[config.mk]
export PLATFORM = sky130hd
export DESIGN_NAME = matmul_engine
export DESIGN_NICKNAME = d
export VERILOG_FILES = /design/src/rtl/matmul_engine.sv
export SDC_FILE = /design/constraint.sdc
export NUM_CORES = 1
export LEC_CHECK = 0
export BUFFER_PORTS_ARGS = -buffer_cell sky130_fd_sc_hd__clkbuf_2
export CORE_ASPECT_RATIO = 0.7
export CORE_MARGIN = 1.5
export CORE_UTILIZATION = 25
export CTS_CLUSTER_SIZE = 14
export DETAILED_ROUTE_END_ITERATION = 12
export PLACE_DENSITY_LB_ADDON = 0.08
export SLEW_MARGIN = 20
export SYNTH_ARGS = -nofsm -noshare
export SYNTH_HDL_FRONTEND = slang
export SYNTH_SLANG_ARGS = --single-unit
[constraint.sdc]
create_clock -name ACLK -period 4.5 [get_ports ACLK]
set_input_delay 0.675 -clock ACLK [delete_from_list [all_inputs] [get_ports ACLK]]
set_output_delay 0.675 -clock ACLK [all_outputs]
set_load 0.03 [all_outputs]
[src/rtl/matmul_engine.sv]
// matmul_engine: computes RES = (A x B) >> 8 (truncated to WIDTH bits) by
// streaming A_RAM and B_RAM through a single multiply-accumulate lane.
// One RES element takes A_COLS read cycles, one drain cycle and one write cycle.
module matmul_engine #(
    parameter int WIDTH          = 8,
    parameter int A_ROWS         = 2,
    parameter int A_COLS         = 4,
    parameter int B_COLS         = 1,
    parameter int A_DEPTH_BITS   = 3,
    parameter int B_DEPTH_BITS   = 2,
    parameter int RES_DEPTH_BITS = 1
) (
    input  logic                      ACLK,
    input  logic                      ARESETN,
    input  logic                      Start,
    output logic                      Done,
    output logic                      Busy,
    output logic                      A_read_en,
    output logic [A_DEPTH_BITS-1:0]   A_read_address,
    input  logic [WIDTH-1:0]          A_read_data_out,
    output logic                      B_read_en,
    output logic [B_DEPTH_BITS-1:0]   B_read_address,
    input  logic [WIDTH-1:0]          B_read_data_out,
    output logic                      RES_write_en,
    output logic [RES_DEPTH_BITS-1:0] RES_write_address,
    output logic [WIDTH-1:0]          RES_write_data_in
);

    localparam int ACC_W  = 2*WIDTH + $clog2(A_COLS);
    localparam int PROD_W = 2*WIDTH;
    localparam int R_W    = (A_ROWS > 1) ? $clog2(A_ROWS) : 1;
    localparam int C_W    = (B_COLS > 1) ? $clog2(B_COLS) : 1;
    localparam int K_W    = (A_COLS > 1) ? $clog2(A_COLS) : 1;

    localparam logic [R_W-1:0] R_LAST = R_W'(A_ROWS - 1);
    localparam logic [C_W-1:0] C_LAST = C_W'(B_COLS - 1);
    localparam logic [K_W-1:0] K_LAST = K_W'(A_COLS - 1);

    typedef enum logic [2:0] {
        IDLE,
        RUN,
        DRAIN,
        WRITE,
        DONE
    } state_t;

    state_t                    state_q, state_n;
    logic [R_W-1:0]            r_q, r_n;
    logic [C_W-1:0]            c_q, c_n;
    logic [K_W-1:0]            k_q, k_n;
    logic [ACC_W-1:0]          acc_q, acc_n;
    logic                      valid_q;
    logic [PROD_W-1:0]         prod;
    logic [A_DEPTH_BITS-1:0]   a_addr_n;
    logic [B_DEPTH_BITS-1:0]   b_addr_n;
    logic [RES_DEPTH_BITS-1:0] res_addr_n;

    // State, counters and accumulator register.
    always_ff @(posedge ACLK or negedge ARESETN) begin
        if (!ARESETN) begin
            state_q <= IDLE;
            r_q     <= '0;
            c_q     <= '0;
            k_q     <= '0;
            acc_q   <= '0;
            valid_q <= 1'b0;
        end else begin
            state_q <= state_n;
            r_q     <= r_n;
            c_q     <= c_n;
            k_q     <= k_n;
            acc_q   <= acc_n;
            // read data arrives one cycle after the enable that requested it
            valid_q <= A_read_en;
        end
    end

    // Next-state, counter advance, accumulation and next-cycle addresses.
    always_comb begin
        state_n = state_q;
        r_n     = r_q;
        c_n     = c_q;
        k_n     = k_q;
        acc_n   = acc_q;
        prod    = PROD_W'(A_read_data_out) * PROD_W'(B_read_data_out);

        if (valid_q) begin
            acc_n = acc_q + ACC_W'(prod);
        end

        case (state_q)
            IDLE: begin
                if (Start) begin
                    state_n = RUN;
                    r_n     = '0;
                    c_n     = '0;
                    k_n     = '0;
                    acc_n   = '0;
                end
            end
            RUN: begin
                if (k_q == K_LAST) begin
                    state_n = DRAIN;
                end else begin
                    k_n = k_q + K_W'(1);
                end
            end
            DRAIN: begin
                state_n = WRITE;
            end
            WRITE: begin
                acc_n = '0;
                k_n   = '0;
                if (c_q == C_LAST) begin
                    c_n = '0;
                    if (r_q == R_LAST) begin
                        state_n = DONE;
                    end else begin
                        r_n     = r_q + R_W'(1);
                        state_n = RUN;
                    end
                end else begin
                    c_n     = c_q + C_W'(1);
                    state_n = RUN;
                end
            end
            DONE: begin
                state_n = IDLE;
            end
            default: begin
                state_n = IDLE;
            end
        endcase

        a_addr_n   = A_DEPTH_BITS'(32'(r_n) * 32'(A_COLS) + 32'(k_n));
        b_addr_n   = B_DEPTH_BITS'(32'(k_n) * 32'(B_COLS) + 32'(c_n));
        res_addr_n = RES_DEPTH_BITS'(32'(r_n) * 32'(B_COLS) + 32'(c_n));
    end

    // Registered outputs: loaded from the next state so they line up with the
    // state they belong to (write data therefore takes the final accumulation).
    always_ff @(posedge ACLK or negedge ARESETN) begin
        if (!ARESETN) begin
            Done              <= 1'b0;
            Busy              <= 1'b0;
            A_read_en         <= 1'b0;
            A_read_address    <= '0;
            B_read_en         <= 1'b0;
            B_read_address    <= '0;
            RES_write_en      <= 1'b0;
            RES_write_address <= '0;
            RES_write_data_in <= '0;
        end else begin
            Done         <= (state_n == DONE);
            Busy         <= (state_n != IDLE);
            A_read_en    <= (state_n == RUN);
            B_read_en    <= (state_n == RUN);
            RES_write_en <= (state_n == WRITE);
            if (state_n == RUN) begin
                A_read_address <= a_addr_n;
                B_read_address <= b_addr_n;
            end
            if (state_n == WRITE) begin
                RES_write_address <= res_addr_n;
                RES_write_data_in <= acc_n[WIDTH+7:8];
            end
        end
    end

endmodule

; After elaboration in Yosys (flattened, before gate mapping)
; Cells that the tools add are included.
[classes]
muxes = 18
n_reduce_logical = 2
eq_ne = 7
add_sub_neg = 7
multipliers = 1
[op_table]
columns = cell, n
row1 = $mux 18, 2
row2 = $pmux 18 s2, 1
row3 = $add 18x16->18, 1
row4 = $mul 8x8->16, 1
row5 = $mux 3, 4
row6 = $pmux 3 s4, 1
row7 = $eq 3x2->1 const B, 3
row8 = $eq 3x1->1 const B, 2
row9 = $pmux 2 s3, 1
row10 = $mux 1, 5
row11 = $mux 2, 2
row12 = $pmux 1 s2, 2
row13 = $add 3x2->3, 1
row14 = $eq 3x3->1 const B, 1
row15 = $logic_not 3->1, 1
row16 = $reduce_bool 3->1, 1
row17 = $add 1x1->1 const B, 2
row18 = $add 2x1->2, 1
row19 = $add 2x1->2 const B, 1
row20 = $eq 2x2->1 const B, 1
row21 = $add 1x1->1, 1
[word_totals]
reg_bits = 44
inputBits = 19

; Longest topological paths before layout
[depth]
word_depth = 5
mapped_depth = 18
depth_no_buf = 17

; Worst setup path before layout
; Ideal clock, no wire load.
[synth_path]
path_kind = input to register
start = input A_read_data_out[5]
end = register RES_write_data_in[7]
required_ns = 4.371
setup_time_ns = 0.129
arrival_ns = 4.654
stages = 17
slack_ns = -0.283
cell_sequence = clkbuf_1 -> nand2_1 -> fa_1 -> inv_1 -> fa_1 -> inv_1 -> fa_1 -> fa_1 -> inv_1 -> ha_1 -> and3_1 -> a221oi_2 -> o21bai_1 -> o21a_1 -> o21a_1 -> xnor2_1 -> o21ai_1
[synth_between]
elab_chain_len = 5
[synth_rtl]
columns = element, line_no
row1 = start: declaration, 20  ; input logic [WIDTH-1:0] A_read_data_out,
row2 = $mul 8x8->16 *, 85  ; prod = PROD_W'(A_read_data_out) * PROD_W'(B_read_data_out);
row3 = $add 18x16->18 *, 88  ; acc_n = acc_q + ACC_W'(prod);
row4 = $mux 18 *, 87  ; if (valid_q) begin
row5 = $mux 18, 93  ; if (Start) begin
row6 = $pmux 18 s2 *, 91  ; case (state_q)
row7 = end signal: assignment, 165  ; RES_write_data_in <= acc_n[WIDTH+7:8];
row8 = end: declaration, 26  ; output logic [WIDTH-1:0] RES_write_data_in
; Every way passes the cells marked *; elsewhere a longest branch is shown, timed or not.
; A chain may end at the register's enable or synchronous reset.

; Final worst setup path
[layout_path]
start = input A_read_data_out[0]
end = register RES_write_data_in[2]
; The elaborated chain is that of the path after synthesis.

==> flow_summary.yaml <==
logic_synthesis:
  syn_nets: 561
  synth_area_leader_cell: "dfrtp_1"
  synth_top_area_share: 0.249
  synth-edff-count: 0
  ys_async_sr_fraction: 1.00
  yosys-top-cells-area: "dfrtp_1 25%, fa_1 24%, ha_1 11%"
  synth_seq_area_share: 0.249
  yosys_warnings: 0
  synth.avg_cell_area_sq_um: 9.24
  synthCells: 456
  yosysUniqueCellTypes: 42
  synth_flop_cell: "dfrtp_1"
  synth_area_sq_um: 4210
  synth_seq_cells: 42
floorplanning:
  die_y_um: 112
  die-area_sq_um: 17700
  chipWidth_um: 158
  fp.coreArea_sq_um: 16400
  pin_count: 38
  start_util: 0.257
  fp-row-count: 39
drt:
  wl_per_cell_um: 12.8
  avgViaCountPerCell: 4.19
  dr.max_layer_used: "met4"
  ant_nets: 0
  drt-pass1-iter-count: 4
  met1_length_mm: 5.04
  vias: 3158
  drt_iter0_drc: 140
  drc: 0
  wl_mm: 9.66
  route.met2.wl_mm: 4.27
  wl_met3_um: 300
setup_path:
  ff2ff_path_depth: 16
  worstSetupPathType: "in2reg"
  worstPathArrival_ns: 4.51
  cp.required_ns: 4.67
  cp_num_buf_inv: 5
  worstSetupStartpointType: "input pin"
  crit_chain: "clkbuf_2, buf_4, and2_1, fa_2, fa_1, ha_1, inv_1, fa_1, inv_1, ha_1, buf_4, nand4_1, a21boi_4, o21a_1, or3_1, a31oi_2, o21ai_1"
  worstReg2RegEnd: "RES_write_data_in[2]"
  path_max_fanout: 7
  worst_path_max_delay_cell: "fa_1"
  slowest_delay_ns: 0.53
  crit_family: "adder cells"
  endpoint_kind: "flip-flop"
  reg2reg_slack_ns: 0.28
  rr_startpoint: "acc_q[6]"
cells_and_area:
  final_nets: 633
  diodes: 0
  syn2layout_area_growth_pct: 27.9
  final_common_cell: "inv_1"
  layout_common_cells: "100 x inv_1, 47 x fa_1, 43 x buf_4"
  fillCellCount: 1792
  final_cells: 754
  drive_above_1_share: 0.236
clocking:
  cts_tree: "done"
  htreeDepth: 2
  clock_path_buffers: 2
  hold_buffers: 0
  numCtsBuffers: 5
  cts_sinks: 42
  clock_latency_ns: 0.29
  clk_pin_slew_ns: 0.07
  root_buffer: "clkbuf_16"
place:
  port_buffers: 37
  dp_hpwl_mm: 8.21
  globalplace.congestion: 0.735
  dpl.cell_count: 744
global_route:
  grt_pass1_wl_mm: 16.7
  antenna_found_initial: 0
  grt-ovfl-total: 0
  grt_pass1_vias: 3280
  grt_max_degree: 43
  track_usage: 0.121
timing:
  maxSlewHeadroom: 0.372
  period_minus_slack_ns: 4.34
  tns_ns: 0
  fin_crit_sh: 0.965
  max_freq_mhz: 230
  finalMaxSlewViolations: 0
  setup_viol: 0
  tightest_slew_ns: 0.942
  holdWs_ns: 0.405
  hold_viol_final: 0
  skew_ns: 0.00633
flow_run:
  cap_violations: 0
worst_hold_path:
  holdPathEnd: "valid_q"
  min-delay-start: "B_read_en"
  hold_class: "reg2reg"
  whs_path_depth: 0
run_status:
  status: "completed"
## final cells by class
class | count | area [sq um] | area share
multi-input cells | 300 | 2900 | 0.539
flip-flops and latches | 42 | 1050 | 0.195
repair buffers | 78 | 579 | 0.108
inverters | 101 | 379 | 0.0704
well taps | 225 | 282 | 0.0523
clock buffers | 5 | 125 | 0.0232
clock inverters | 3 | 68.8 | 0.0128
## Yosys cell counts (3+ instances only)
master / count
nand2b_1: 4
o31ai_1: 3
o21ai_0: 9
a31oi_1: 3
mux2i_1: 12
ha_1: 36
nor2b_1: 4
nor2_1: 29
dfrtp_1: 42
buf_2: 3
mux2_2: 3
o21a_1: 4
a21oi_1: 14
nand2_1: 46
a21o_1: 10
fa_1: 50
clkbuf_1: 8
and2_1: 32
o21ai_1: 3
inv_1: 101
xnor2_1: 11
## metal layers
layer | up-vias | track usage
met5 | - | 0
met4 | 0 | 0.0131
met3 | 4 | 0.0218
met2 | 34 | 0.176
met1 | 1573 | 0.189
li1 | 1547 | -
## worst max-delay path by stage
stage,startpoint,endpoint,cells after the start
final,A_read_data_out[0],RES_write_data_in[2],17
after global routing,B_read_data_out[0],RES_write_data_in[2],17
after CTS,A_read_data_out[4],RES_write_data_in[7],18
after detailed placement,B_read_data_out[6],RES_write_data_in[7],17
after global placement,B_read_data_out[6],RES_write_data_in[6],17
after floorplan,A_read_data_out[5],RES_write_data_in[7],17
## metrics by stage
stage / setup WS, ns / util / area [sq um]
3_5_place_dp: -0.441 / 0.303 / 4960
3_3_place_gp: -0.419 / 0.303 / 4960
5_1_grt: -0.0121 / 0.329 / 5390
4_1_cts: 0.00000755 / 0.317 / 5200
6_report: 0.159 / 0.329 / 5390
2_1_floorplan: -0.00897 / - / 4290
## registers in the layout, summed over array words and instances (netlist names)
register / count
RES_write_en: 1
RES_write_data_in: 8
Done: 1
B_read_en: 1
A_read_address: 3
RES_write_address: 1
k_q: 2
B_read_address: 2
Busy: 1
state_q: 3
valid_q: 1
r_q: 1
c_q: 1
acc_q: 16
## kinds of logic after synthesis
family,after synthesis,share of synthesized area
mux,15,0.0365
flops,42,0.249
fa+ha+maj,86,0.344
compound gates,59,0.0953
xor+xnor,11,0.0229
buf+inv,114,0.103
simple gates,129,0.148
## worst reg2reg max path, cell delays in order, from the launching register on
cell and delay, ns:
dfrtp_1 0.35, inv_1 0.07, fa_1 0.53, inv_1 0.05, fa_1 0.49, inv_1 0.05
fa_1 0.46, fa_1 0.51, inv_2 0.05, ha_4 0.22, a21o_1 0.20, a21oi_4 0.18
a21boi_4 0.10, o21a_1 0.21, or3_1 0.35, a31oi_2 0.21, o21ai_1 0.08
## timing repair
item | CTS | global route
resized for setup | 6 | 80
pin swaps | 3 | 38
endpoints found under the setup margin | 8 | 13
setup buffers | 1 | 1
Power is left out: the tool's default activity adds up to more than one toggle a clock period on the data nets, which glitch-free logic cannot reach.
